## src/rtl/fir_tap_scheduler.sv

```systemverilog
`default_nettype none
// ============================================================================
// Module   : fir_tap_scheduler
// Brief    : Time-multiplexed 5-tap shift-add FIR sequencer driving one shared
//            external adder, with valid/ready sample input and result output.
// Revision : 1.0 - initial release
// ============================================================================
module fir_tap_scheduler #(
    parameter int DW    = 16,
    parameter int NTAPS = 5,
    parameter int SH0   = 5,
    parameter int SH1   = 4,
    parameter int SH2   = 3,
    parameter int SH3   = 2,
    parameter int SH4   = 1
) (
    input  logic          clk,
    input  logic          rst,
    input  logic [DW-1:0] x,
    input  logic          in_valid,
    output logic          in_ready,
    output logic [DW-1:0] dataout,
    output logic          out_valid,
    input  logic          out_ready,
    output logic [DW-1:0] add_a,
    output logic [DW-1:0] add_b,
    output logic          add_en,
    input  logic [DW-1:0] add_sum,
    output logic          busy
);

    typedef enum logic [1:0] {
        S_IDLE = 2'd0,
        S_ACC  = 2'd1,
        S_DONE = 2'd2
    } state_t;

    localparam logic [2:0] c_LAST_TAP = 3'(NTAPS - 1);

    state_t        state_q, state_d;
    logic [2:0]    tap_q, tap_d;
    logic [DW-1:0] acc_q, acc_d;
    logic [DW-1:0] dataout_q, dataout_d;
    logic          out_valid_q, out_valid_d;
    logic [DW-1:0] d_q [NTAPS];
    logic [DW-1:0] d_d [NTAPS];

    logic [DW-1:0] w_shifted;
    logic          w_in_ready;
    logic          w_accept;

    always_comb begin
        w_shifted = '0;
        case (tap_q)
            3'd0:    w_shifted = d_q[0] >> SH0;
            3'd1:    w_shifted = d_q[1] >> SH1;
            3'd2:    w_shifted = d_q[2] >> SH2;
            3'd3:    w_shifted = d_q[3] >> SH3;
            3'd4:    w_shifted = d_q[4] >> SH4;
            default: w_shifted = '0;
        endcase
    end

    // A pending result blocks new samples unless the consumer takes it this cycle.
    assign w_in_ready = !rst && ((state_q == S_IDLE) ||
                                 ((state_q == S_DONE) && out_ready));
    assign w_accept   = w_in_ready && in_valid;

    always_comb begin
        state_d     = state_q;
        tap_d       = tap_q;
        acc_d       = acc_q;
        dataout_d   = dataout_q;
        out_valid_d = out_valid_q;
        d_d         = d_q;

        case (state_q)
            S_IDLE: begin
                if (w_accept) begin
                    state_d = S_ACC;
                end
            end
            S_ACC: begin
                acc_d = add_sum;
                tap_d = tap_q + 3'd1;
                if (tap_q == c_LAST_TAP) begin
                    tap_d       = '0;
                    dataout_d   = add_sum;
                    out_valid_d = 1'b1;
                    state_d     = S_DONE;
                end
            end
            S_DONE: begin
                if (out_ready) begin
                    out_valid_d = 1'b0;
                    state_d     = w_accept ? S_ACC : S_IDLE;
                end
            end
            default: state_d = S_IDLE;
        endcase

        if (w_accept) begin
            d_d[0] = x;
            for (int k = 1; k < NTAPS; k++) begin
                d_d[k] = d_q[k-1];
            end
            acc_d = '0;
            tap_d = '0;
        end
    end

    always_ff @(posedge clk) begin
        if (rst) begin
            state_q     <= S_IDLE;
            tap_q       <= '0;
            acc_q       <= '0;
            dataout_q   <= '0;
            out_valid_q <= 1'b0;
            for (int k = 0; k < NTAPS; k++) begin
                d_q[k] <= '0;
            end
        end else begin
            state_q     <= state_d;
            tap_q       <= tap_d;
            acc_q       <= acc_d;
            dataout_q   <= dataout_d;
            out_valid_q <= out_valid_d;
            d_q         <= d_d;
        end
    end

    assign in_ready  = w_in_ready;
    assign dataout   = dataout_q;
    assign out_valid = out_valid_q;
    assign add_en    = !rst && (state_q == S_ACC);
    assign add_a     = (state_q == S_ACC) ? acc_q     : '0;
    assign add_b     = (state_q == S_ACC) ? w_shifted : '0;
    assign busy      = (state_q != S_IDLE);

endmodule
`default_nettype wire

```

## config.mk

```make
export PLATFORM = sky130hd
export DESIGN_NAME = fir_tap_scheduler
export DESIGN_NICKNAME = d
export VERILOG_FILES = /design/src/rtl/fir_tap_scheduler.sv
export SDC_FILE = /design/constraint.sdc
export NUM_CORES = 1
export LEC_CHECK = 0
export CELL_PAD_IN_SITES_DETAIL_PLACEMENT = 1
export CELL_PAD_IN_SITES_GLOBAL_PLACEMENT = 1
export CORE_MARGIN = 5
export CORE_UTILIZATION = 36
export CTS_CLUSTER_DIAMETER = 80
export DETAILED_ROUTE_END_ITERATION = 8
export PLACE_DENSITY = 0.84
export SKIP_CTS_REPAIR_TIMING = 1
export SYNTH_ARGS = -nofsm -noshare
export SYNTH_HDL_FRONTEND = slang
export SYNTH_SLANG_ARGS = --single-unit
```

## constraint.sdc

```tcl
create_clock -name clk -period 1.72 [get_ports clk]
set_input_delay 0.172 -clock clk [delete_from_list [all_inputs] [get_ports clk]]
set_output_delay 0.172 -clock clk [all_outputs]
set_load 0.005 [all_outputs]
```

After elaboration in Yosys (flattened, before gate mapping)
Cells that the tools add are included.
{ "op_classes": {"addsub": 1, "n_mul": 0, "div": 0, "magnitude_cmp": 0, "eq_ne": 9, "shifts": 0, "mux": 12, "n_bitwise": 0, "n_reduce_logical": 14} }
{ "op_table": {"columns": ["cell", "n"], "rows": [
  ["one-hot mux 15 bit (5 select lines)", 1],
  ["two-way mux 16 bit", 1],
  ["two-way mux 15 bit", 1],
  ["== test 3 x 2 -> 1 bit, second input constant", 2],
  ["two-way mux 2 bit", 3],
  ["inequality test 2 bit, second input constant", 3],
  ["one-hot mux 2 bit (3 select lines)", 1],
  ["AND reduction 3 bit", 2],
  ["logical AND 1 bit", 4],
  ["nonzero test 2 bit", 2],
  ["adder 3 x 1 -> 3 bit, second input constant", 1],
  ["== test 3 x 1 -> 1 bit, second input constant", 1],
  ["== test 3 bit, second input constant", 1],
  ["zero test 3 bit", 1],
  ["two-way mux 1 bit", 3],
  ["two-way mux 3 bit", 1],
  ["== test 2 x 1 -> 1 bit, second input constant", 1],
  ["== test 2 bit, second input constant", 1],
  ["zero test 2 bit", 1],
  ["one-hot mux 1 bit (2 select lines)", 1],
  ["AND reduction 2 bit", 1],
  ["OR reduction 2 bit", 1],
  ["zero test 1 bit", 1],
  ["logical OR 1 bit", 1]
]} }
{ "word_totals": {"register_bits": 118, "latch_bits": 0, "mem_bits_rw": 0, "romBits": 0, "out_inout_bits": 52, "wordCells": 46, "mem_count": 0} }

Depth between registers and ports, before layout
{ "depth": {"depth_word": 8, "depth_mapped": 8, "mapped_depth_nobuf": 5} }

Least setup slack after synthesis
Ideal clock, no wire load.
{ "synth_timing": {"path_type": "reg-to-output", "start": "reg tap_q[2]", "end": "out add_b[10]", "arrival_ps": 1714, "required_ps": 1548, "slack_ps": -166, "stages_incl_launch_ff": 8, "cell_sequence": "dfxtp_1 clkbuf_1 inv_1 clkbuf_1 ha_1 clkbuf_1 a222oi_1 a21oi_1"} }
{ "synth_between": {"elab_chain_len": 3} }
{ "synth_rtl": {"columns": ["element", "line", "rtl"], "rows": [
  ["start: declaration", "41", "logic [2:0] tap_q, tap_d;"],
  ["start signal: assignment", "124", "tap_q <= tap_d;"],
  ["== test 3 bit (tied with other cells)", "54", "case (tap_q)"],
  ["one-hot mux 15 bit (5 select lines) (*)", "54", null],
  ["two-way mux 15 bit (*)", "137", "assign add_b = (state_q == S_ACC) ? w_shifted : '0;"],
  ["end: declaration", "26", "output logic [DW-1:0] add_b,"]
]} }
Mark *: on every way between the ends. The rest lies on a longest branch, timed or not.

Final worst setup path
{ "layout_timing": {"start": "reg tap_q[1]", "end": "out add_b[7]"} }
The elaborated chain is that of the path after synthesis.

==> impl_metrics.tcl <==
set metrics [dict create \
    outcome "finished, violations left" \
    violations "negative setup slack" \
    reg2regPathDepth 6 \
    std_cell_rows 42 \
    path_clk_slew_ps 50 \
    slew_violations 0 \
    ios 88 \
    cp_common_cell "buf_6" \
    hold_viol_final 0 \
    synth_top_area_share_pct 45.7 \
    finalCoreUtilization_pct 52.5 \
    synth_area_leaders "dfxtp_1 (46%), mux2_2 (17%), nor2b_1 (9.0%)" \
    die_w_um 127 \
    synthCells 510 \
    critPathLaunchType "register" \
    crit_buf_inv 5 \
    ant_nets 0 \
    grt_use_met2_pct 30.8 \
    busiest_layer "met2" \
    area_growth_pct 41.4 \
    r2r_slack_ps 80 \
    max_stage_delay_ps 520 \
    placedCellCount 759 \
    layout_setup_ws_ps -629 \
    yosys.area.top_type "dfxtp_1" \
    min_period_ps 2350 \
    path_cells "inv_2, ha_4, or4_4, o211ai_4, buf_12, buf_6, buf_6, a21oi_2, buf_2" \
    dp_hpwl_um 9430 \
    clock_path_buffers 2 \
    ir_drop_mv 0.605 \
    rsz0062_at_grt "true" \
    grt_max_degree 57 \
    crit_slowest_cell "or4_4" \
    met1_usage_pct 19.7 \
    drtPass1Iterations 5 \
    cp_max_fo 4 \
    ys_seq_elements 113 \
    syn_area_per_cell_um2 9.71 \
    finish.net_count 653 \
    drv_cap 0 \
    clock_latency_ps 420 \
    timing_worst_setup_path_type "register to output pin" \
    ys.flop_type "dfxtp_1" \
    yosysWarnings 0 \
    design_area_mm2 0.00700 \
    crit_path_end_kind "output pin" \
    syn-cell-area_mm2 0.00495 \
    cts_sinks 113 \
    die_area_mm2 0.0162 \
    cp-startpoint "tap_q[1]$_SDFFE_PP0N_" \
    async_flop_share_pct 0 \
    critPathTopFamily "buffers and inverters" \
    hold_path.class "primary input to register" \
    synthesis.nets 551 \
    setup_viol 15 \
    drtIter0Drc 268 \
    cts_htree_levels 4 \
    vias_per_cell 5.15 \
    use_met3_pct 4.55 \
    grt_pass1_vias 4429 \
    initial_core_util_pct 37.1 \
    gp_congestion 0.755 \
    p_leak_nw 3.16 \
    cp.depth 9 \
    r2r-end "tap_q[0]$_SDFFE_PP0N_" \
    ys_types 35 \
    cts_inserted_buffers 17 \
    numPortBuffers 85 \
    diodes 0 \
    antenna_found_initial 0 \
    skew_ps 6.72 \
    remaining_drc_errors 0 \
    grt_pass1_wl_um 22400 \
    cp.required_ps 1550 \
    placed_area_mm2 0.00611 \
    die_h_um 127 \
    routed_wirelength_um 14800 \
    cp.arrival_ps 2180 \
    fmax_mhz 426 \
    overflow 0 \
    fin_cells 801 \
    timing.rr.start "tap_q[1]$_SDFFE_PP0N_" \
    drive_gt1_share_pct 28.3 \
    wl_per_cell_um 18.5 \
    vias 4125 \
    gr-usage-all-layers_pct 17.6 \
    period_share_pct 137 \
    ys_seq_area_share_pct 45.7 \
    coreArea_mm2 0.0133 \
    synth_enable_flop_cells 0 \
    cts_tree "built" \
    crit_path_end "add_b[7]" \
    cts_root_buf "clkbuf_16" \
    p_per_area_mw_per_mm2 1030 \
]
layout make-up:
| type | count | area [µm²] |
|---|---|---|
| fill | 1468 | 6350 |
| multi-input combinational | 353 | 2550 |
| sequential | 113 | 2270 |
| timing repair buffer | 122 | 1290 |
| clock buffer | 21 | 470 |
| tap | 176 | 220 |
| clock inverter | 11 | 183 |
| inverter | 5 | 18.8 |
worst min-delay path by stage:
| stage | start | endpoint | slack, ps | depth (start not counted) |
|---|---|---|---|---|
| 2_1_floorplan | add_sum[0] | acc_q[0]$_SDFFE_PP0N_ | 310 | 2 |
| 3_3_place_gp | acc_q[9]$_SDFFE_PP0N_ | acc_q[9]$_SDFFE_PP0N_ | 440 | 2 |
| 3_5_place_dp | acc_q[3]$_SDFFE_PP0N_ | acc_q[3]$_SDFFE_PP0N_ | 450 | 2 |
| 4_1_cts | rst | dataout[3]$_SDFFE_PP0P_ | 260 | 3 |
| 5_1_grt | rst | dataout[3]$_SDFFE_PP0P_ | 280 | 3 |
| 6_report | rst | dataout[3]$_SDFFE_PP0P_ | 290 | 3 |
synth_stat cells (3+ instances only):
cell type and number:
buf_4 3, nor2_1 3, inv_1 5, buf_2 11, buf_6 7, ha_1 5, a22o_1 11, a21oi_1 48
and2_1 18, nand2_1 82, nor2b_1 71, and2b_1 7, clkbuf_1 16, mux2_2 73, a222oi_1 12, dfxtp_1 113
cells by family (layout without fill, tap and decap cells):
| group | count (synthesis) | after routing | share of synthesized area (%) |
|---|---|---|---|
| simple gates | 194 | 194 | 20.7 |
| compound gates | 78 | 78 | 10.3 |
| fa+ha+maj | 5 | 5 | 1.26 |
| mux | 75 | 75 | 17.1 |
| buf+inv | 44 | 159 | 4.90 |
| flops | 113 | 113 | 45.7 |
| other cells | 1 | 1 | 0.0757 |
layout by cell type, fill, tap and decap left out, types with 4 or more instances in the layout:
cell type,instances
a21oi_1,44
a21oi_2,4
a222oi_1,12
a22o_1,11
and2_1,18
and2b_1,7
buf_12,8
buf_2,5
buf_4,20
buf_6,6
bufinv_16,5
clkbuf_16,20
clkbuf_2,8
clkdlybuf4s50_1,50
clkinv_2,5
dfxtp_1,110
dlymetal6s2s_1,22
mux2_2,73
nand2_1,82
nor2b_1,68
stage by stage:
step           total power [mW]  setup TNS, ps  setup WS (ps)  hold slack (ps)
2_1_floorplan              3.10              0           19.5              308
3_3_place_gp               3.30          -7810           -636              439
3_5_place_dp               3.33          -9370           -764              446
4_1_cts                    7.22         -24550          -1280              258
5_1_grt                    7.46          -8950           -699              278
6_report                   7.22          -7780           -629              291
state kept, by name (all words and copies together) (netlist names):
name and count:
d_q 75, state_q 2, acc_q 16, out_valid 1
dataout 16, tap_q 3
per-layer routing:
metal,routed length [µm],share of wire [%],vias to the layer above
li1,-,-,1945
met1,5950,40,2011
met2,7650,52,132
met3,772,5.2,37
met4,435,2.9,0
met5,0,0,-
worst register-to-register path: stages, from the launching register on:
cell,delay [ps]
dfxtp_4,380
inv_2,80
ha_4,180
and2_1,240
buf_4,180
or3_1,360
a21oi_1,160
report_power, final:
part | leakage [nW] | total [mW] | internal (mW) | switching [mW]
clock network | 0.323 | 3.88 | 2.67 | 1.21
registers | 0.918 | 2.75 | 2.70 | 0.0547
logic | 1.92 | 0.592 | 0.327 | 0.265
Power figures use the tool's default switching activity.
